[src/rtl/memory_data_register_pkg.sv]
// Shared CPU datapath constants: word width and the reset word used by the
// MDR, IR, PC and register file.
package memory_data_register_pkg;

   localparam int CPU_DATA_WIDTH = 32;
   localparam logic [CPU_DATA_WIDTH-1:0] CPU_RESET_WORD = 32'h0000_0000;

   typedef logic [CPU_DATA_WIDTH-1:0] cpu_word_t;

endpackage : memory_data_register_pkg

[src/rtl/memory_data_register_checker.sv]
// Simulation-only protocol checks for the memory data register: X on the load
// enable, hold stability and one-cycle capture latency.
module memory_data_register_checker #(
   parameter int DATA_WIDTH = 32
) (
   input logic                  clk,
   input logic                  reset,
   input logic                  mdr_write,
   input logic [DATA_WIDTH-1:0] data_in,
   input logic [DATA_WIDTH-1:0] data_out
);

   // An undefined load enable outside reset means the control FSM is broken.
   a_write_known: assert property (@(posedge clk) disable iff (reset)
      !$isunknown(mdr_write))
      else $error("mdr_write is X/Z while reset is low");

   a_hold_stable: assert property (@(posedge clk)
      (!reset && !mdr_write) |=> $stable(data_out))
      else $error("data_out changed without a write");

   a_capture: assert property (@(posedge clk)
      (!reset && mdr_write) |=> (data_out == $past(data_in)))
      else $error("data_out does not match the captured word");

endmodule : memory_data_register_checker

[src/rtl/memory_data_register.sv]
// Memory data register: holds a word from the memory bus or store path and
// presents it, registered, to the CPU datapath.
module memory_data_register
   import memory_data_register_pkg::*;
#(
   parameter int                    DATA_WIDTH  = CPU_DATA_WIDTH,
   parameter logic [DATA_WIDTH-1:0] RESET_VALUE = DATA_WIDTH'(CPU_RESET_WORD)
) (
   input  logic                  clk,
   input  logic                  reset,
   input  logic                  mdr_write,
   input  logic [DATA_WIDTH-1:0] data_in,
   output logic [DATA_WIDTH-1:0] data_out,
   output logic                  mdr_valid
);

   logic [DATA_WIDTH-1:0] data_r;
   logic                  valid_r;

   // Reject degenerate widths at elaboration time.
   if (DATA_WIDTH < 1) begin : g_bad_width
      $error("memory_data_register: DATA_WIDTH must be at least 1");
   end

   // Data word and valid flag; reset takes priority over a write.
   always_ff @(posedge clk) begin
      if (reset) begin
         data_r  <= RESET_VALUE;
         valid_r <= 1'b0;
      end else if (mdr_write) begin
         data_r  <= data_in;
         valid_r <= 1'b1;
      end else begin
         data_r  <= data_r;
         valid_r <= valid_r;
      end
   end

   assign data_out  = data_r;
   assign mdr_valid = valid_r;

   memory_data_register_checker #(
      .DATA_WIDTH (DATA_WIDTH)
   ) u_checker (
      .clk       (clk),
      .reset     (reset),
      .mdr_write (mdr_write),
      .data_in   (data_in),
      .data_out  (data_out)
   );

endmodule : memory_data_register

[config.mk]
export PLATFORM = sky130hd
export DESIGN_NAME = memory_data_register
export DESIGN_NICKNAME = d
export VERILOG_FILES = /design/src/rtl/memory_data_register_pkg.sv /design/src/rtl/memory_data_register_checker.sv /design/src/rtl/memory_data_register.sv
export SDC_FILE = /design/constraint.sdc
export NUM_CORES = 1
export LEC_CHECK = 0
export CORE_MARGIN = 2
export CORE_UTILIZATION = 30
export CTS_BUF_LIST = sky130_fd_sc_hd__clkbuf_4
export DETAILED_ROUTE_END_ITERATION = 8
export PLACE_DENSITY_LB_ADDON = 0.25
export SYNTH_ARGS = -nofsm -noshare
export SYNTH_HDL_FRONTEND = slang
export SYNTH_HIERARCHICAL = 1
export SYNTH_SLANG_ARGS = --single-unit
[constraint.sdc]
create_clock -name clk -period 1.2 [get_ports clk]
set_input_delay 0.24 -clock clk [delete_from_list [all_inputs] [get_ports clk]]
set_output_delay 0.24 -clock clk [all_outputs]
set_load 0.05 [all_outputs]
* Word level (Yosys, flattened, before mapping)
Cells that the tools add are included.
** Word-level totals
- Flip-flop bits (word level) :: 33
- Bits of input ports :: 35

* Longest topological paths before layout
Gate-level depths: netlist of run 1.
- Depth in word-level cells :: 0
- Depth in mapped cells :: 4

* Worst setup path before layout of run 1
Ideal clock, no wire load.
- Kind :: reg2reg
- Start point :: register, netlist name data_out[0]
- End point :: register data_r[0] (netlist: data_out[0])
- Arrival :: 0.817 ns
- Data required time :: 1.135 ns
- Slack :: 0.318 ns
- Stages on the path, launching flop included :: 3
- Buffers on the path :: 0
- Clock period less this slack :: 0.882 ns
- Cell sequence :: dfxtp_1 > mux2i_1 > nor2_1
** RTL lines
- to (signal assigned) :: line memory_data_register.sv:31 : data_r <= data_in;
- to (signal assigned) :: line memory_data_register.sv:34 : data_r <= data_r;
- to (decl) :: line memory_data_register.sv:17 : logic [DATA_WIDTH-1:0] data_r;

* Final worst setup path of run 1
- Start point :: register data_r[30] (netlist: data_out[30])
- End point :: output port data_out[30]
** RTL lines
- to (decl) :: line memory_data_register.sv:13 : output logic [DATA_WIDTH-1:0] data_out,
No word-level cell between the ends.

==> out/results.ini, run 1 <==
[run_status]
status = complete, no violations

[yosys]
async_flop_share_pct = 0
ys_types = 7
synth_largest_area_cell = dfxtp_1
synth_common_cells = 34 x nor2_1, 33 x dfxtp_1, 32 x mux2i_1
ys_seq_area_share_pct = 55.2
synthTopCellsByArea = dfxtp_1 55%, mux2i_1 27%, nor2_1 11%
synth-edff-count = 0
syn_inst = 107
synth.most_common_cell = nor2_1
ys_seq_elements = 33
avgSynthCellArea_um2 = 11.2
netlist.area_leader.share_pct = 55.2
netlist_area_mm2 = 0.00120
synth_warnings = 6
synth_fp_nets = 142
synth_flop_cell = dfxtp_1

[place]
dp.cells = 217
dp_slack_ps = 69.8
hpwl_um = 2200
place_congestion = 0.625
io_buffers = 67

[floorplan]
core_region_area_mm2 = 0.00374
rows = 22
ios = 68
dieArea_mm2 = 0.00451
die_w_um = 67.2
start_util_pct = 32.0
chipHeight_um = 67.2

[drt]
final_antenna_net_count = 0
routed_wl_um = 2790
route.vias.total = 995
wl_per_cell_um = 12.4
drt_pass1_iterations = 4
drt_iter0_drc = 25
drc_errors = 0
routed_via_density = 4.44

[critical_path]
worstPathRequired_ps = 960
end_kind = output pin
crit_family = flip-flops
path_cells = buf_12
critPathMaxStageDelay_ps = 400
worstPathArrival_ps = 880
cp_max_fo = 2
start_kind = flip-flop
criticalPathCategory = reg2out
crit_slowest_cell = dfxtp_1
worst-path-buf-inv = 1

[cells_and_area]
layoutNonFillerInstCount = 224
area_growth_pct = 89.9
drive_gt1_share_pct = 24.4
n_antenna_cell = 0
fillerInstances = 314
nNetsFinal = 211

[sta]
final.min_clock_period_ps = 1120
min_period_over_period_pct = 93.1
setup-violations-final = 0
finClkSkew_ps = 0
tns_ps = 0
clock.fmax_mhz = 895
rsz0062_at_grt = false
finalHoldViolCount = 0
fin_ws_ps = 83.0
tightestPinTransition_ps = 147
relSlewSlack_pct = 89.9
worst_hold_slack_ps = 419
slew_viol_final = 0

[clock_network]
cts-root-buf = clkbuf_4
cts_resized = 0
cts_buffers = 5
htree_levels = 2
clk_latency_ps = 320
cts_tree = built
clk_pin_slew_ps = 90
cts_buffer_depth = 2
numClockSinks = 33
hold_buffers = 0
post_cts_buffers = 0

[flow_run]
max-cap-violations = 0

[power_and_ir_drop]
power.total_mw = 2.56
ir_worst_vdd_mv = 0.733
leakage_nw = 0.996
pwr_density_cell_mw_per_mm2 = 1130

[global_routing]
grt_max_degree = 34
gr-total-overflow = 0
antenna_found_initial = 0
grt_pass1_wl_um = 4490
first_global_vias = 1033
grt_usage_pct = 13.4

[hold_path]
hold_path_class = in2reg

==> cells in the final DEF (no fill, tap or decap) <==
cell             Yosys  final
clkbuf_4             0      6
clkdlybuf4s50_1      0     33
dfxtp_1             33     33
clkinv_1             0      1
mux2i_1             32     32
nor2_1              34     34
buf_12               3     36
buf_2                2      1
==> through the flow <==
step | util (%) | instance area [µm²]
after detailed placement | 59.4 | 2220
after CTS | 60.7 | 2270
after global routing | 60.7 | 2270
after floorplan | - | 1200
final | 60.7 | 2270
after global placement | 59.4 | 2220
==> layer usage <==
metal | vias to the layer above | GRT usage, % | wire length [µm]
met4 | 0 | 4.59 | 39
li1 | 484 | - | -
met1 | 462 | 13.8 | 1010
met2 | 43 | 22.6 | 1370
met5 | - | 0 | 0
met3 | 6 | 7.67 | 364
==> power by group <==
part / switching, mW / total (mW) / internal (mW)
clock: 0.328 / 0.562 / 0.235
sequential: 0.0681 / 1.23 / 1.16
combinational: 0.353 / 0.767 / 0.414
==> worst paths after layout <==
check | start | to | slack, ps | depth (start not counted)
worst max-delay path | data_out[30]$_SDFFE_PP0P_ | data_out[30] | 80 | 1
worst min-delay path | mdr_write | mdr_valid$_SDFFE_PP0P_ | 420 | 4
worst max register to register | data_out[8]$_SDFFE_PP0P_ | data_out[8]$_SDFFE_PP0P_ | 550 | 2
worst min register to register | mdr_valid$_SDFFE_PP0P_ | mdr_valid$_SDFFE_PP0P_ | 520 | 2
==> final cells by class <==
type / instances / area [µm²] / area share, %
clock buffers: 6 / 45.0 / 1.98
well taps: 48 / 60.1 / 2.64
repair buffers: 70 / 1060 / 46.5
clock inverters: 1 / 3.75 / 0.165
multi-input cells: 66 / 448 / 19.7
flip-flops and latches: 33 / 661 / 29.1
==> kinds of logic (layout without fill, tap and decap cells) <==
group                  count (synthesis)  in the layout  synth area share, %
and+or+nand+nor                       34             34                 10.7
buffers and inverters                  8             77                 7.42
muxes                                 32             32                 26.8
DFF                                   33             33                 55.2
==> state kept, by name (all words and copies together) (netlist names) <==
signal and flops:
data_out 32, mdr_valid 1
==> worst min-delay path, stage by stage <==
cell and delay [ps]:
buf_2 140, buf_12 170, nor2_1 100, nor2_1 40
Note: power is estimated with default switching activity, not from simulation.
==> run 2, diff against run 1 <==
Settings changed: SLEW_MARGIN set to 20.
==> results of run 2 <==
No change in the layout: final DEF, timing and power equal those of run 1.
==> run 3, diff against run 2 <==
Settings changed: CORE_MARGIN 2 to unset, CTS_CLUSTER_DIAMETER set to 150.
==> run 3 against run 2 <==
  * Sequential share of layout area up 0.11 points
  * Power rose by 1.8%
  * Final cell count unchanged
  * Combinational power decreased by 1%
  * Largest power group unchanged
==> out/results.ini, run 3 (same netlist as run 1, synthesis figures left out) <==
[critical_path]
worstPathArrival_ps = 870
crit_family = flip-flops
start_kind = flip-flop
crit_slowest_cell = dfxtp_1
criticalPathCategory = reg2out
r2r-end = data_out[4]$_SDFFE_PP0P_
rr_worst_depth = 2
worst-path-buf-inv = 1
end_kind = output pin
rr_startpoint = data_out[4]$_SDFFE_PP0P_
critPathMaxStageDelay_ps = 400
r2r_setup_slack_ps = 560
path_cells = buf_12
worstPathRequired_ps = 960
cp_max_fo = 2

[drt]
drt_iter0_drc = 11
drt_pass1_iterations = 3
routed_via_density = 4.26
final_antenna_net_count = 0
drc_errors = 0
routed_wl_um = 2750
route.vias.total = 954
wl_per_cell_um = 12.3

[hold_path]
hold_end = mdr_valid$_SDFFE_PP0P_
hold_path_class = in2reg
hold_path_startpoint = mdr_write
hold_path_depth = 4

[global_routing]
grt_max_degree = 34
antenna_found_initial = 0
gr-total-overflow = 0
grt_usage_pct = 13.8
grt_pass1_wl_um = 4360
first_global_vias = 997

[clock_network]
cts_buffer_depth = 2
cts_resized = 0
post_cts_buffers = 0
clk_latency_ps = 310
hold_buffers = 0
clk_pin_slew_ps = 90
cts-root-buf = clkbuf_4
cts_buffers = 5
htree_levels = 2
cts_tree = built
numClockSinks = 33

[cells_and_area]
largest_reg_flops = 32
drive_gt1_share_pct = 25.0
nNetsFinal = 210
fillerInstances = 315
layoutNonFillerInstCount = 224
area_growth_pct = 89.1
final_cell_mix = 35 x buf_12, 34 x nor2_1, 33 x dfxtp_1, 33 x clkdlybuf4s50_1, 32 x mux2i_1
final_common_cell = buf_12
n_antenna_cell = 0

[place]
hpwl_um = 2140
io_buffers = 67
place_congestion = 0.629
dp.cells = 216

[power_and_ir_drop]
pwr_density_cell_mw_per_mm2 = 1150
swShare_pct = 28.3
p_sw_mw = 0.736
ir_worst_vdd_mv = 0.821
clkPwrFrac_pct = 23.7
power.total_mw = 2.61
combPwrFrac_pct = 29.1
intPower_mw = 1.87
seqPwrFrac_pct = 47.2
leakage_nw = 0.995

[flow_run]
max-cap-violations = 0

[sta]
final.min_clock_period_ps = 1110
finClkSkew_ps = 0
clock.fmax_mhz = 902
setup-violations-final = 0
tns_ps = 0
relSlewSlack_pct = 84.9
min_period_over_period_pct = 92.4
finalHoldViolCount = 0
rsz0062_at_grt = false
tightestPinTransition_ps = 227
slew_viol_final = 0

[floorplan]
core_region_area_mm2 = 0.00374
rows = 22
chipHeight_um = 65.2
ios = 68
dieArea_mm2 = 0.00425
die_w_um = 65.2
start_util_pct = 32.0

[run_status]
status = complete, no violations

==> run 3: cell count changes in the layout (fill, tap and decap cells not counted) <==
cell,delta
clkbuf_4,+2
buf_12,-1
clkinv_1,-1
==> run 3: final cells by class <==
class	count	area, µm²	area share, %
multi-input cells	66	448	19.8
well taps	48	60.1	2.65
repair buffers	69	1040	45.7
flip-flops and latches	33	661	29.2
clock buffers	8	60.1	2.65
==> run 3: layer usage <==
| layer | share of wire, % | wire [µm] | GRT usage (%) | up-vias |
|---|---|---|---|---|
| li1 | - | - | - | 484 |
| met1 | 36 | 986 | 12.5 | 423 |
| met2 | 52 | 1420 | 25.3 | 40 |
| met3 | 11 | 293 | 6.42 | 7 |
| met4 | 1.7 | 48 | 7.34 | 0 |
| met5 | 0 | 0 | 0 | - |
==> run 3: metrics by stage <==
stage / util, % / cell area [µm²] / hold slack [ps] / setup WS (ps)
floorplan: - / 1200 / 387 / 318
global placement: 58.9 / 2200 / 493 / 82.7
detailed placement: 58.9 / 2200 / 513 / 61.9
CTS: 60.5 / 2260 / 427 / 65.3
global route: 60.5 / 2260 / 468 / 40.4
finish: 60.5 / 2260 / 439 / 91.3
==> run 3: power groups by stage <==
stage	clock, mW	sequential (mW)	combinational, mW
final	0.618	1.23	0.758
after global routing	0.687	1.24	0.792
after CTS	0.650	1.23	0.767
after detailed placement	0	1.26	0.765
after global placement	0	1.25	0.755
after floorplan	0	1.45	0.152
==> run 3: how the worst max path moves through the flow <==
| stage | from | cells past startpoint | slack [ps] | endpoint |
|---|---|---|---|---|
| 5_1_grt | data_out[15]$_SDFFE_PP0P_ | 1 | 40 | data_out[15] |
| 3_5_place_dp | reset | 3 | 60 | data_out[4]$_SDFFE_PP0P_ |
| 3_3_place_gp | reset | 3 | 80 | data_out[8]$_SDFFE_PP0P_ |
| 4_1_cts | data_out[11]$_SDFFE_PP0P_ | 1 | 70 | data_out[11] |
| 2_1_floorplan | data_out[0]$_SDFFE_PP0P_ | 2 | 320 | data_out[0]$_SDFFE_PP0P_ |
| 6_report | data_out[4]$_SDFFE_PP0P_ | 1 | 90 | data_out[4] |
